$ cat config.mk
export PLATFORM = sky130hd
export DESIGN_NAME = square_writer
export DESIGN_NICKNAME = d
export VERILOG_FILES = /design/src/rtl/square_writer_pkg.sv /design/src/rtl/square_writer_xy_to_linear.sv /design/src/rtl/square_writer.sv
export SDC_FILE = /design/constraint.sdc
export NUM_CORES = 1
export LEC_CHECK = 0
export BUFFER_PORTS_ARGS = -buffer_cell sky130_fd_sc_hd__clkbuf_2
export CAP_MARGIN = 20
export CELL_PAD_IN_SITES_DETAIL_PLACEMENT = 0
export CELL_PAD_IN_SITES_GLOBAL_PLACEMENT = 1
export CORE_UTILIZATION = 35
export CTS_CLUSTER_DIAMETER = 150
export DETAILED_ROUTE_END_ITERATION = 7
export PLACE_DENSITY = 0.76
export SKIP_LAST_GASP = 1
export SLEW_MARGIN = 25
export SYNTH_ARGS = -nofsm -noshare
export SYNTH_HDL_FRONTEND = slang
export SYNTH_HIERARCHICAL = 1
export SYNTH_SLANG_ARGS = --single-unit
$ cat constraint.sdc
create_clock -name m_clk -period 10.4 [get_ports m_clk]
set_clock_uncertainty 0.05 [all_clocks]
set_input_delay 0.52 -clock m_clk [delete_from_list [all_inputs] [get_ports m_clk]]
set_output_delay 0.52 -clock m_clk [all_outputs]
set_load 0.1 [all_outputs]
$ cat src/rtl/square_writer_pkg.sv
// Shared screen geometry and FSM state type for the square writer and its
// region-test companions.
package square_writer_pkg;

  localparam int unsigned SCREEN_W    = 640;
  localparam int unsigned SCREEN_H    = 480;
  localparam int unsigned SQUARE_SIZE = 24;
  localparam int unsigned ADDR_W      = 19;
  localparam int unsigned COORD_W     = 10;
  localparam int unsigned OFF_W       = 5;

  typedef enum logic [1:0] {
    IDLE   = 2'd0,
    RUN    = 2'd1,
    FINISH = 2'd2
  } sw_state_t;

endpackage

$ cat src/rtl/square_writer_xy_to_linear.sv
// Maps pixel (x, y) to a linear frame-buffer address y*640+x using
// shift-and-add only; the inverse of linear_to_xy.
module xy_to_linear
  import square_writer_pkg::*;
(
  input  logic [COORD_W-1:0] x,
  input  logic [COORD_W-1:0] y,
  output logic [ADDR_W-1:0]  addr
);

  logic [ADDR_W-1:0] y_w;
  logic [ADDR_W-1:0] x_w;

  assign y_w  = ADDR_W'(y);
  assign x_w  = ADDR_W'(x);
  assign addr = (y_w << 9) + (y_w << 7) + x_w;

endmodule

$ cat src/rtl/square_writer.sv
// Draws a 24x24 square into a linear frame buffer, one pixel per completed
// write handshake, clipping pixels that fall off the 640x480 screen.
module square_writer
  import square_writer_pkg::*;
(
  input  logic                m_clk,
  input  logic                reset,
  input  logic                start,
  input  logic [COORD_W-1:0]  input_x,
  input  logic [COORD_W-1:0]  input_y,
  input  logic                wr_ready,
  output logic                wr_en,
  output logic [ADDR_W-1:0]   full_address,
  output logic                busy,
  output logic                done
);

  localparam logic [OFF_W-1:0] OFF_LAST = OFF_W'(SQUARE_SIZE - 1);

  sw_state_t          state, state_nxt;
  logic [COORD_W-1:0] base_x, base_y;
  logic [OFF_W-1:0]   off_x, off_y;

  logic               pix_done;
  logic               last_pix;
  logic [OFF_W-1:0]   step_x, step_y;
  logic [COORD_W-1:0] sel_bx, sel_by;
  logic [OFF_W-1:0]   sel_ox, sel_oy;
  logic [COORD_W:0]   sum_x, sum_y;
  logic               on_screen;
  logic [ADDR_W-1:0]  addr_nxt;

  assign pix_done = (state == RUN) && (!wr_en || wr_ready);
  assign last_pix = (off_x == OFF_LAST) && (off_y == OFF_LAST);
  assign busy     = (state != IDLE);
  assign done     = (state == FINISH);

  // The pixel being prepared is the first one when idle, else the successor
  // of the current one; it is registered so address and wr_en stay aligned.
  always_comb begin
    step_x = off_x + OFF_W'(1);
    step_y = off_y;
    if (off_x == OFF_LAST) begin
      step_x = '0;
      step_y = off_y + OFF_W'(1);
    end
    sel_bx = (state == IDLE) ? input_x : base_x;
    sel_by = (state == IDLE) ? input_y : base_y;
    sel_ox = (state == IDLE) ? '0 : step_x;
    sel_oy = (state == IDLE) ? '0 : step_y;
    sum_x  = {1'b0, sel_bx} + (COORD_W+1)'(sel_ox);
    sum_y  = {1'b0, sel_by} + (COORD_W+1)'(sel_oy);
    on_screen = (sum_x < (COORD_W+1)'(SCREEN_W)) && (sum_y < (COORD_W+1)'(SCREEN_H));
  end

  xy_to_linear u_xy_to_linear (
    .x    (sum_x[COORD_W-1:0]),
    .y    (sum_y[COORD_W-1:0]),
    .addr (addr_nxt)
  );

  always_comb begin
    state_nxt = state;
    case (state)
      IDLE:    if (start) state_nxt = RUN;
      RUN:     if (pix_done && last_pix) state_nxt = FINISH;
      FINISH:  state_nxt = IDLE;
      default: state_nxt = IDLE;
    endcase
  end

  always_ff @(posedge m_clk) begin
    if (reset) state <= IDLE;
    else       state <= state_nxt;
  end

  always_ff @(posedge m_clk) begin
    if (reset) begin
      base_x       <= '0;
      base_y       <= '0;
      off_x        <= '0;
      off_y        <= '0;
      wr_en        <= 1'b0;
      full_address <= '0;
    end else begin
      case (state)
        IDLE: begin
          if (start) begin
            base_x       <= input_x;
            base_y       <= input_y;
            off_x        <= '0;
            off_y        <= '0;
            wr_en        <= on_screen;
            full_address <= addr_nxt;
          end
        end
        RUN: begin
          if (pix_done) begin
            if (last_pix) begin
              wr_en <= 1'b0;
            end else begin
              off_x        <= step_x;
              off_y        <= step_y;
              wr_en        <= on_screen;
              full_address <= addr_nxt;
            end
          end
        end
        default: ;
      endcase
    end
  end

endmodule

# == After elaboration in Yosys (flattened, before gate mapping) ==
# Cells that the tools add are included.
# totals
ff_bits,52
inputBits,24
out_inout_bits,22
word_cells,60
# classes
add_sub_neg,6
n_lt_le_gt_ge,2
n_eq_ne,8
n_mux,24
n_reduce_logical,13
# ops
op,n
19-bit two-way mux,3
5-bit two-way mux,9
19-bit case mux with 2 select lines,1
10-bit by 5-bit adder with 11-bit output,2
10-bit two-way mux,2
5-bit case mux with 2 select lines,2
19-bit by 10-bit adder with 19-bit output,1
19-bit by 17-bit adder with 19-bit output,1
11-bit by 10-bit < comparator with 1-bit output (second input constant),1
11-bit by 9-bit < comparator with 1-bit output (second input constant),1
5-bit by 1-bit adder with 5-bit output (second input constant),2
5-bit == test (second input constant),2
2-bit inequality test (second input constant),3
1-bit logical AND,4
2-bit two-way mux,2
2-bit case mux with 2 select lines,1
2-bit AND reduction,2
4-bit AND reduction,1
2-bit nonzero test,2
1-bit two-way mux,3
3-bit AND reduction,1
2-bit by 1-bit == test with 1-bit output (second input constant),1
2-bit == test (second input constant),1
2-bit logical NOT,1
4 further kinds,4

# == Longest topological paths before layout ==
# logic_depth
ltp_word,9
mapped_depth,23
depth_no_buf,21

# == Modules after synthesis ==
# Netlist, hierarchy kept.
# by_module_without_submodules
mod,n_inst,cells_per_inst,area_per_inst_um2,seq_area_each_um2
square_writer,1,434,3128.0,1041.0
xy_to_linear,1,76,625.6,0.0

# == Worst setup path before layout ==
# OpenSTA, ideal clock, no wires.
# synth_path
kind,register -> register
start,register state[1]
end,register full_address[16]
setup_time_ns,0.132
arrival_time_ns,4.862
t_required_ns,10.218
setup_slack_ns,5.355
path_stages_with_launch,24
path_buffers,2
period_less_slack_ns,5.045
path_cell_list,dfxtp_1 > buf_2 > nor2_4 > inv_2 > clkbuf_1 > nand2_1 > nand2_1 > ha_1 > inv_1 > fa_1 > nor2b_1 > o31a_1 > o211ai_1 > xor2_1 > ha_1 > ha_1 > fa_1 > a21oi_1 > nor2_1 > nor3_1 > a21oi_1 > xor2_1 > nand2_1 > a21oi_1
# synth_between
word_cells_on_any_way,20
classes_between,4 x add/sub; 4 x eq/ne; 8 x mux; 4 x reduce/logical
# synth_rtl
element,line_no,rtl
from (decl),square_writer.sv:20,"sw_state_t state, state_nxt;"
from (signal assigned),square_writer.sv:74,else state <= state_nxt;
2-bit logical NOT (*),"square_writer.sv:47, square_writer.sv:49",
10-bit two-way mux / 5-bit two-way mux (equally long branches),"square_writer.sv:47, square_writer.sv:49",
10-bit by 5-bit adder with 11-bit output (*),square_writer.sv:51,"sum_x = {1'b0, sel_bx} + (COORD_W+1)'(sel_ox);"
net sum_x[8],square_writer.sv:29,"logic [COORD_W:0] sum_x, sum_y;"
19-bit by 10-bit adder with 19-bit output (*),square_writer_xy_to_linear.sv:16,assign addr = (y_w << 9) + (y_w << 7) + x_w;
net addr_nxt[16],square_writer.sv:31,logic [ADDR_W-1:0] addr_nxt;
19-bit two-way mux,square_writer.sv:99,if (last_pix) begin
19-bit two-way mux,square_writer.sv:98,if (pix_done) begin
19-bit case mux with 2 select lines (*),square_writer.sv:86,case (state)
to (signal assigned),square_writer.sv:94,full_address <= addr_nxt;
to (signal assigned),square_writer.sv:105,full_address <= addr_nxt;
to (decl),square_writer.sv:13,"output logic [ADDR_W-1:0] full_address,"
# Mark *: on every way through the listed nets, which the timed path passes. The rest lies on a longest branch. The select of a mux whose other input is x is not followed.
# A chain may end at the register's enable or synchronous reset.

# == Final worst setup path ==
# layout_path
start,register off_x[0]
end,register full_address[18]
# layout_between
elab_chain_cells,9
word_cells_on_any_way,17
classes_between,5 x add/sub; 2 x eq/ne; 8 x mux; 2 x reduce/logical
# layout_rtl
element,line_no,rtl
from (decl),square_writer.sv:22,"logic [OFF_W-1:0] off_x, off_y;"
from (signal assigned),square_writer.sv:102,off_x <= step_x;
5-bit == test (*),square_writer.sv:43,if (off_x == OFF_LAST) begin
5-bit two-way mux (*),square_writer.sv:43,
5-bit two-way mux (*),square_writer.sv:50,sel_oy = (state == IDLE) ? '0 : step_y;
10-bit by 5-bit adder with 11-bit output (*),square_writer.sv:52,"sum_y = {1'b0, sel_by} + (COORD_W+1)'(sel_oy);"
net sum_y[9],square_writer.sv:29,
19-bit by 17-bit adder with 19-bit output (*),square_writer_xy_to_linear.sv:16,
19-bit by 10-bit adder with 19-bit output (*),square_writer_xy_to_linear.sv:16,
net addr_nxt[18],square_writer.sv:31,
19-bit two-way mux,square_writer.sv:99,
19-bit two-way mux,square_writer.sv:98,
19-bit case mux with 2 select lines (*),square_writer.sv:86,
# Marked as above.

==> flow_summary.ini <==
[run_status]
status = finished clean

[worst_setup_path]
required_ns = 10.52
rr_startpoint = off_x[0]
ff2ff_path_depth = 18
cp_slowest_cell = and4b_1
cp_cell_sequence = ha_1, and4b_1, nand4_1, xor2_1, nor2_1, ha_1, nand2_1, or3b_1, a211oi_1, xnor2_1, ha_1, ha_1, a21oi_1, nand3_1, o31a_2, xor2_1, nand2_1, a21oi_1
arrival_ns = 5.07
crit_type = flop to flop
cpMostUsedCell = ha_1
path_max_fanout = 12
end_kind = flop
max_stage_delay_ns = 0.52
r2r-end = full_address[18]
reg2reg_slack_ns = 5.45
start_kind = flop

[timing]
slew_violations = 0
rsz0062_at_grt = false
finalSetupViolations = 0
tightest_slew_ns = 0.978
final.setup.tns_ns = 0
period_minus_slack_ns = 4.95
relSlewSlack = 0.347
setup_ws_ns = 5.45
fmax_mhz = 202
final-hold-violation-count = 0
whs_ns = 0.384
fin_crit_sh = 0.476

[synthesis]
synth.yosys.seq_area_share = 0.277
ys_ff_latch = 52
ys_warn_count = 6
yosysMostFrequentCell = nand2_1
yosysTopAreaCellShare = 0.277
synth-edff-count = 0
synth_largest_area_cell = dfxtp_1
synthArstFlopShare = 0
synth_common_cells = 133 x nand2_1, 64 x a21oi_1, 52 x dfxtp_1, 33 x nor2_1, 31 x ha_1
yosys-top-cells-area = dfxtp_1 28%, nand2_1 13%, ha_1 10%
synthFlopType = dfxtp_1
synth_cells = 510
postSynthAreaPerCell_um2 = 7.36
synth_cell_type_count = 53
synth_fp_nets = 569
netlist_area_um2 = 3750

[global_route]
grt_pass1_vias = 3246
global_route.usage.met1 = 0.252
grt_busiest_layer = met2
antenna_found_initial = 0
grtUsageMet2 = 0.264
gr-usage-met3 = 0.0272
grt_first_pass_wirelength_um = 15600
gr-total-overflow = 0
grt.total_usage = 0.173
grt_start_max_net_pins = 54

[place]
port_buffers = 45
pre_cts_ws_ns = 5.54
gp_congestion = 0.793
dpl.hpwl_um = 6830
placed_cells = 661

[clock_network]
htree_levels = 2
clockBufferDepth = 2
holdBufCountCts = 0
cts-resized-gates = 0
clk_latency_ns = 0.31
numCtsBuffers = 5
clkTransAtPathRegs_ns = 0.11
cts_setup_buffers = 0
cts_tree = yes
cts_root_buffer = clkbuf_8
cts.sinks = 52

[power]
p_per_area_nw_per_um2 = 145
p_sw_frac = 0.443
p_total_w = 0.000593
p_leak_nw = 1.78
ir_drop_mv = 0.0751
pwr-share-comb = 0.409
internal_power_w = 0.000331
switchingPower_w = 0.000263
share_seq_of_total_power = 0.380
p_clk_frac = 0.210

[final_layout]
diodes = 0
area_delta_synth_final_pct = 9.37
drive_gt1_frac = 0.126
final_nets = 591
fillCellCount = 1128
stdcell_count = 669

[detailed_routing]
drt_iter0_drc = 119
vias = 3373
wl_per_cell_um = 13.8
antenna_left = 0
viasPerCell = 5.04
wl_um = 9220
drc = 0
drt_first_pass_iters = 4

[die]
initial_utilization = 0.362
coreArea_um2 = 10400
ioPinCount = 46
rows = 37
die_x_um = 106
die_y_um = 106
dieArea_um2 = 11100

[flow_run]
drv_cap = 0

[worst_hold_path]
hold_class = input pin to flop
hold_path_depth = 3
hold_start = input_x[0]
hold_path_end = base_x[0]
## worst max-delay path, delay by kind of cell (launching register included)
family	cells	cell delay, ns
simple gates	7	1.47
fa+ha+maj	4	1.41
compound gates	4	0.89
xor+xnor	3	0.58
flops	1	0.42
## metrics by stage
step                      instance area (µm²)  utilization
after floorplan                          3750            -
after global placement                   4010        0.387
after detailed placement                 4010        0.387
after CTS                                4110        0.396
after global routing                     4110        0.396
final                                    4110        0.396
## power by group through the flow
stage                     registers (W)  clock network [W]  logic [W]
after CTS                      0.000226           0.000131   0.000244
after global routing           0.000228           0.000140   0.000265
after global placement         0.000230                  0   0.000242
final                          0.000226           0.000125   0.000243
after floorplan                0.000311                  0   0.000122
after detailed placement       0.000231                  0   0.000243
## registers in the layout (all words and copies together) (netlist names)
signal,cells
base_y,10
off_x,5
full_address,19
state,2
wr_en,1
base_x,10
off_y,5
## cells in the final DEF (no fill, tap or decap), types with 2 or more instances in the layout
| cell type | Yosys | final |
|---|---|---|
| a21oi_1 | 64 | 64 |
| nand2_1 | 133 | 133 |
| o211ai_1 | 6 | 6 |
| a21o_1 | 3 | 3 |
| o21ai_0 | 9 | 9 |
| and2_1 | 5 | 5 |
| dfxtp_1 | 52 | 52 |
| clkbuf_8 | 0 | 5 |
| xor2_1 | 14 | 14 |
| nor3_1 | 6 | 6 |
| a211oi_1 | 5 | 5 |
| nor3b_1 | 2 | 2 |
| clkbuf_2 | 0 | 45 |
| o21ai_1 | 3 | 3 |
| ha_1 | 31 | 31 |
| buf_4 | 7 | 2 |
| a31oi_1 | 3 | 3 |
| inv_1 | 12 | 12 |
| nor4bb_1 | 2 | 2 |
| fa_1 | 4 | 4 |
| or3_1 | 2 | 2 |
| nand3b_1 | 4 | 4 |
| xnor2_1 | 16 | 16 |
| nand2b_1 | 2 | 2 |
| nand3_1 | 16 | 16 |
| nor4_1 | 4 | 4 |
| inv_6 | 0 | 2 |
| nor2b_1 | 8 | 8 |
| o21a_1 | 3 | 3 |
| or2_2 | 3 | 3 |
| nand4_1 | 3 | 3 |
| a21oi_2 | 2 | 2 |
| mux2i_1 | 9 | 9 |
| nor2_1 | 33 | 33 |
## area by class of cell
| class | instances | area [µm²] | area share |
|---|---|---|---|
| Sequential cell | 52 | 1040 | 0.254 |
| Multi-Input combinational cell | 413 | 2510 | 0.612 |
| Timing Repair Buffer | 47 | 240 | 0.0585 |
| Tap cell | 136 | 170 | 0.0415 |
| Inverter | 13 | 48.8 | 0.0119 |
| Clock inverter | 3 | 25.0 | 0.00610 |
| Clock buffer | 5 | 68.8 | 0.0168 |
## worst max-delay path by stage
| stage | from | endpoint | slack [ns] | cells after the start |
|---|---|---|---|---|
| floorplan | state[1] | full_address[16] | 5.36 | 23 |
| global placement | off_x[0] | full_address[16] | 5.61 | 20 |
| detailed placement | off_x[0] | full_address[18] | 5.54 | 18 |
| CTS | off_x[0] | full_address[18] | 5.48 | 18 |
| global route | off_x[0] | full_address[18] | 5.01 | 18 |
| finish | off_x[0] | full_address[18] | 5.45 | 18 |
## kinds of logic (layout without fill, tap and decap cells)
family / after synthesis / after routing / synth area share
AND/OR/NAND/NOR: 229 / 229 / 0.273
AO/OA/AOI/OAI: 109 / 109 / 0.175
flip-flops: 52 / 52 / 0.277
buffers and inverters: 45 / 68 / 0.0537
adder cells (fa/ha/maj): 35 / 35 / 0.125
XOR/XNOR: 30 / 30 / 0.0700
multiplexers: 10 / 10 / 0.0270
## metal layers
layer,vias to the layer above,part of all wire
met5,-,0
met4,0,0.0076
met3,4,0.039
met2,62,0.43
met1,1535,0.52
li1,1772,-
Power figures use the tool's default switching activity.
